File: src/rtl/data_cache_miss_controller.sv
// Data cache miss sequencer: stalls the data memory stage on a miss, writes back a dirty
// victim, refills the line from the next level, strobes the fill, and counts misses.
`timescale 1ns / 1ps
module data_cache_miss_controller #(
  parameter int unsigned DATA_WIDTH        = 32,
  parameter int unsigned D_CACHE_LW_WIDTH  = 3,
  parameter int unsigned D_CACHE_SW_WIDTH  = 2,
  parameter int unsigned LINE_OFFSET_WIDTH = 4,
  parameter int unsigned MISS_COUNT_WIDTH  = 16
) (
  input  logic                        CLK,
  input  logic                        RST,
  input  logic [D_CACHE_LW_WIDTH-1:0] DATA_CACHE_LOAD,
  input  logic [D_CACHE_SW_WIDTH-1:0] DATA_CACHE_STORE,
  input  logic [DATA_WIDTH-1:0]       ACCESS_ADDRESS,
  input  logic                        CACHE_HIT,
  input  logic                        VICTIM_DIRTY,
  input  logic [DATA_WIDTH-1:0]       VICTIM_ADDRESS,
  input  logic                        L2_REQ_READY,
  input  logic                        L2_RESP_VALID,
  output logic                        STALL_DATA_MEMORY_STAGE,
  output logic                        L2_REQ_VALID,
  output logic                        L2_REQ_WRITE,
  output logic [DATA_WIDTH-1:0]       L2_REQ_ADDRESS,
  output logic                        CACHE_FILL_ENABLE,
  output logic [MISS_COUNT_WIDTH-1:0] MISS_COUNT
);

  typedef enum logic [2:0] {
    StIdle,
    StWbReq,
    StWbWait,
    StRfReq,
    StRfWait,
    StFill
  } state_e;

  localparam logic [DATA_WIDTH-1:0]       LineMask = {DATA_WIDTH{1'b1}} << LINE_OFFSET_WIDTH;
  localparam logic [MISS_COUNT_WIDTH-1:0] CountMax = {MISS_COUNT_WIDTH{1'b1}};

  state_e                      state_q, state_d;
  logic [DATA_WIDTH-1:0]       miss_line_q, miss_line_d;
  logic [DATA_WIDTH-1:0]       req_addr_q, req_addr_d;
  logic [MISS_COUNT_WIDTH-1:0] miss_count_q, miss_count_d;

  logic access;
  logic miss;
  logic req_valid;
  logic req_write;
  logic fill;

  assign access = (DATA_CACHE_LOAD != '0) || (DATA_CACHE_STORE != '0);
  assign miss   = access && !CACHE_HIT;

  always_comb begin
    state_d      = state_q;
    miss_line_d  = miss_line_q;
    req_addr_d   = req_addr_q;
    miss_count_d = miss_count_q;
    req_valid    = 1'b0;
    req_write    = 1'b0;
    fill         = 1'b0;
    case (state_q)
      StIdle: begin
        if (miss) begin
          miss_line_d  = ACCESS_ADDRESS & LineMask;
          miss_count_d = (miss_count_q == CountMax) ? miss_count_q : miss_count_q + 1'b1;
          if (VICTIM_DIRTY) begin
            state_d    = StWbReq;
            req_addr_d = VICTIM_ADDRESS & LineMask;
          end else begin
            state_d    = StRfReq;
            req_addr_d = ACCESS_ADDRESS & LineMask;
          end
        end
      end
      StWbReq: begin
        req_valid = 1'b1;
        req_write = 1'b1;
        if (L2_REQ_READY) state_d = StWbWait;
      end
      StWbWait: begin
        if (L2_RESP_VALID) begin
          req_addr_d = miss_line_q;
          state_d    = StRfReq;
        end
      end
      StRfReq: begin
        req_valid = 1'b1;
        if (L2_REQ_READY) state_d = StRfWait;
      end
      StRfWait: begin
        if (L2_RESP_VALID) state_d = StFill;
      end
      StFill: begin
        fill    = 1'b1;
        state_d = StIdle;
      end
      default: state_d = StIdle;
    endcase
  end

  always_ff @(posedge CLK) begin
    if (RST) begin
      state_q      <= StIdle;
      miss_line_q  <= '0;
      req_addr_q   <= '0;
      miss_count_q <= '0;
    end else begin
      state_q      <= state_d;
      miss_line_q  <= miss_line_d;
      req_addr_q   <= req_addr_d;
      miss_count_q <= miss_count_d;
    end
  end

  // Strobes are held low while reset is asserted so an abandoned request never leaks out.
  assign L2_REQ_VALID            = req_valid && !RST;
  assign L2_REQ_WRITE            = req_write && !RST;
  assign CACHE_FILL_ENABLE       = fill && !RST;
  assign L2_REQ_ADDRESS          = req_addr_q;
  assign MISS_COUNT              = miss_count_q;
  assign STALL_DATA_MEMORY_STAGE = (state_q != StIdle) || miss;

endmodule

File: config.mk
export PLATFORM = sky130hd
export DESIGN_NAME = data_cache_miss_controller
export DESIGN_NICKNAME = d
export VERILOG_FILES = /design/src/rtl/data_cache_miss_controller.sv
export SDC_FILE = /design/constraint.sdc
export NUM_CORES = 1
export LEC_CHECK = 0
export BUFFER_PORTS_ARGS = -buffer_cell sky130_fd_sc_hd__buf_2
export CORE_ASPECT_RATIO = 0.9
export CORE_UTILIZATION = 50
export DETAILED_ROUTE_END_ITERATION = 12
export PLACE_DENSITY = 0.82
export RECOVER_POWER = 50
export SYNTH_ARGS = -nofsm -noshare
export SYNTH_HDL_FRONTEND = slang
export SYNTH_SLANG_ARGS = --single-unit
File: constraint.sdc
create_clock -name CLK -period 3 [get_ports CLK]
set_input_delay 0.45 -clock CLK [delete_from_list [all_inputs] [get_ports CLK]]
set_output_delay 0.45 -clock CLK [all_outputs]
set_load 0.05 [all_outputs]
# After elaboration in Yosys (flattened, before gate mapping)
# Index checks and enable logic that the tools add are counted.
dict set report totals {
  register_bits 79
  out_inout_bits 52
  in_bits 75
}
dict set report classes {
  reduce_logical 18
  mux 14
  n_bitwise 1
  n_eq_ne 11
  n_addsub 1
}
# cell n
set ops {}
lappend ops {{32-bit two-way mux} 3}
lappend ops {{32-bit case mux with 2 select lines} 1}
lappend ops {{16-bit by 1-bit adder with 16-bit output (second input constant)} 1}
lappend ops {{16-bit equality test (second input constant)} 1}
lappend ops {{3-bit two-way mux} 5}
lappend ops {{3-bit case mux with 5 select lines} 1}
lappend ops {{2-bit != test (second input constant)} 5}
lappend ops {{3-bit by 2-bit equality test with 1-bit output (second input constant)} 2}
lappend ops {{3-bit equality test (second input constant)} 2}
lappend ops {{3-bit AND reduction} 2}
lappend ops {{3-bit nonzero test} 2}
lappend ops {{5-bit AND reduction} 1}
lappend ops {{1-bit logical AND} 4}
lappend ops {{2-bit nonzero test} 2}
lappend ops {{3-bit by 1-bit equality test with 1-bit output (second input constant)} 1}
lappend ops {{3-bit zero test} 1}
lappend ops {{1-bit two-way mux} 3}
lappend ops {{1-bit zero test} 2}
lappend ops {{1-bit logical OR} 2}
lappend ops {{2-bit two-way mux} 1}
lappend ops {{2-bit AND reduction} 1}
lappend ops {{2-bit OR reduction} 1}
lappend ops {{1-bit NOT} 1}

# Longest topological paths before layout
dict set report depth {
  word_depth 5
  mapped_depth 7
}

# Worst setup path before layout
# OpenSTA, ideal clock, no wires.
dict set report synth_timing {
  path_kind {flip-flop to output port}
  startpoint {register state_q[2]}
  endpoint {output CACHE_FILL_ENABLE}
  arrival_time_ns 1.910
  path_stages_with_launch 3
  setup_slack_ns 0.640
  path_buffers 1
  required_ns 2.550
  path_cell_list {dfxtp_1 clkbuf_1 nor3b_1}
}
dict set report synth_via {
  elab_chain_len 3
}
# item line_no
set synth_rtl {}
lappend synth_rtl {{from (decl)} 41} ;# state_e state_q, state_d;
lappend synth_rtl {{from (signal assigned)} 105} ;# state_q <= StIdle;
lappend synth_rtl {{from (signal assigned)} 110} ;# state_q <= state_d;
lappend synth_rtl {{3-bit equality test} 63} ;# case (state_q)
lappend synth_rtl {{1-bit two-way mux} 63}
lappend synth_rtl {{1-bit logical AND} 120} ;# assign CACHE_FILL_ENABLE = fill && !RST;
lappend synth_rtl {{to (decl)} 25} ;# output logic CACHE_FILL_ENABLE,
# No other way between the ends.

# Worst setup path after layout
dict set report layout_timing {
  startpoint {register state_q[1]}
  endpoint {output STALL_DATA_MEMORY_STAGE}
}
dict set report layout_via {
  elab_chain_len 2
}
# item line_no
set layout_rtl {}
lappend layout_rtl {{3-bit nonzero test} 123} ;# assign STALL_DATA_MEMORY_STAGE = (state_q != StIdle) || miss;
lappend layout_rtl {{1-bit logical OR} 123}
lappend layout_rtl {{to (decl)} 21} ;# output logic STALL_DATA_MEMORY_STAGE,
# No other way between the ends.

==> results.toml <==
[status]
status = "complete, no violations"

[logic_synthesis]
syn_inst = 436
yosysMostFrequentCell = "nand2_1"
synth_cell_types = 41
synth_commonest_cells = "nand2_1, dfxtp_1, mux2i_1"
yosysWarnings = 0
synth_area_leaders = "dfxtp_1, mux2i_1, nand2_1"
syn_avg_cell_area_sq_um = 8.279
synth-seq-cells = 75
yosys_most_used_dff = "dfxtp_1"
synth-edff-count = 0
syn_area_sq_um = 3610
synth_area_leader_cell = "dfxtp_1"
ys_seq_area_share_pct = 41.59
async_flop_share_pct = 0
yosysTopAreaCellShare_pct = 41.59

[layout]
area_growth_pct = 19.69
diodes = 0
layout.nets = 613
stdcell_area_sq_um = 4320
nFillCells = 650
layout-drive-gt1-share_pct = 18.63

[floorplan]
std_cell_rows = 29
start_util_pct = 51.55
boundaryPins = 127
core_area_sq_um = 7003
fp.dieW_um = 91.57
die_h_um = 82.61
dieArea_sq_um = 7564

[power_and_ir_drop]
power_density_nw_per_um2 = 575.2
ir_drop_mv = 0.3366
power.leakage_nw = 1.828

[placed_design]
dpl_cell_area_sq_um = 4202
routabilityCongestion = 0.7793
dp_hpwl_um = 5545
port_buffers = 114

[global_route]
antenna_found_initial = 0
grt_overflow_total = 0
first_global_vias = 2921
grt_pass1_wl_um = 12990
track_usage_pct = 21.57
grt_max_degree = 77

[clock_network]
cts.sinks = 75
cts_buffers = 9
cts_resized = 0
post_cts_buffers = 0
cts_hold_buf = 0
clk_latency_ps = 340
cts-htree-levels = 3
cts_buffer_depth = 2
clk_pin_slew_ps = 80
cts_tree = "done"
root_buffer = "clkbuf_8"

[sta]
clock_skew_ps = 7.019
finalSetupViolCount = 0
setup_tns_ps = 0
finalHoldViolations = 0
rsz0062_at_grt = "no"
post-route-min-period_ps = 2285
worstMarginPinSlew_ps = 926.6
fin_crit_sh_pct = 76.17
max_freq_mhz = 437.6
slew_violations = 0
slew_headroom_pct = 38.23

[drt]
drc = 0
wl_um = 8147
num_vias = 3293
topRoutingLayerUsed = "met4"
wl_met2_um = 4080
wl_met1_um = 3539
vias_per_cell = 5.186
drt_iter0_drc = 114
wl_met3_um = 420
wl_per_cell_um = 12.83
drt.antenna.violating_nets = 0
drt_pass1_iterations = 4

[critical_path]
r2r_slack_ps = 730
end_kind = "primary output"
rr_worst_depth = 6
r2r_end = "MISS_COUNT[6]"
worstSetupPathType = "flip-flop to primary output"
cp.arrival_ps = 1840
cp-start-kind = "flip-flop"
worstPathRequired_ps = 2550
r2r-start = "state_q[1]"
crit_fanout = 25

[min_path]
hold_start = "ACCESS_ADDRESS[6]"
holdPathStages = 3
min_to = "miss_line_q[6]"
hold_path.class = "primary input to flip-flop"

[job]
maxCapViolations = 0
[metrics by stage]
stage	setup slack [ps]	power [mW]	instances	hold slack [ps]	util [%]
2_1_floorplan	639.7	1.613	439	436.4	-
6_report	714.9	2.485	635	351.7	61.69
4_1_cts	820.7	2.527	635	333.9	62.77
3_3_place_gp	788.3	1.748	619	441.3	60.00
3_5_place_dp	736.1	1.766	619	446.5	60.00
5_1_grt	451.9	2.622	635	337.1	61.69
[cell type report]
class,count,area [sq um],share of cell area (%)
Clock buffer,10,127.6,2.954
Timing Repair Buffer,120,569.3,13.18
Sequential cell,75,1501,34.75
Multi-Input combinational cell,328,1928,44.63
Clock inverter,6,66.31,1.535
Tap cell,93,116.4,2.693
Inverter,3,11.26,0.2606
[state kept, by name, indices dropped and copies added (netlist names)]
| signal | cells |
|---|---|
| L2_REQ_ADDRESS | 28 |
| MISS_COUNT | 16 |
| miss_line_q | 28 |
| state_q | 3 |
[per-layer routing]
layer	vias up	global-route usage (%)
li1	1666	-
met1	1521	25.13
met2	96	39.40
met3	10	4.762
met4	0	7.937
met5	-	0
[how the worst max path moves through the flow]
stage / to / cells after the start / from
global placement: L2_REQ_ADDRESS[7] / 7 / DATA_CACHE_LOAD[1]
CTS: STALL_DATA_MEMORY_STAGE / 5 / DATA_CACHE_LOAD[1]
detailed placement: L2_REQ_ADDRESS[10] / 7 / DATA_CACHE_LOAD[1]
finish: STALL_DATA_MEMORY_STAGE / 3 / state_q[1]
floorplan: CACHE_FILL_ENABLE / 2 / state_q[2]
global route: miss_line_q[20] / 5 / state_q[1]
[critical path, stage by stage, from the launching register on]
cell and delay [ps]:
dfxtp_1 890, nor2_1 200, nand3b_1 140, buf_2 260
[placed cells by master (no fill, tap or decap), types with 2 or more instances in the layout]
cell	synthesis	routed
o21ai_1	2	2
nor3b_1	2	2
clkbuf_8	0	9
nand3_1	8	8
inv_1	3	3
buf_4	5	4
nand2_1	91	91
o21ai_0	32	32
nor4_4	3	2
mux2i_1	56	56
a21oi_1	33	33
nor2_1	51	51
clkinv_4	0	3
clkbuf_1	18	46
dfxtp_1	75	75
clkinv_2	0	2
nor4_2	3	3
nor3_1	6	6
nand4_1	2	2
buf_2	7	70
xnor2_1	11	11
nor4_1	3	4
a311oi_1	2	2
conb_1	1	4
[power by group]
part           leakage [nW]  internal, mW  total (mW)  switching (mW)
Clock                 0.100         0.386       0.762           0.376
Sequential            0.613          1.07        1.13          0.0551
Combinational          1.11         0.189       0.596           0.407
[logic make-up after synthesis]
kind of cell	count (synthesis)	share of synthesized area, %
AND/OR/NAND/NOR	179	22.91
other	1	0.1039
XOR/XNOR	11	2.669
AO/OA/AOI/OAI	75	11.09
adder cells (fa/ha/maj)	1	0.3466
flip-flops	75	41.59
multiplexers	58	16.15
buffers and inverters	36	5.130
No activity file was read; power rests on OpenSTA's default activity.
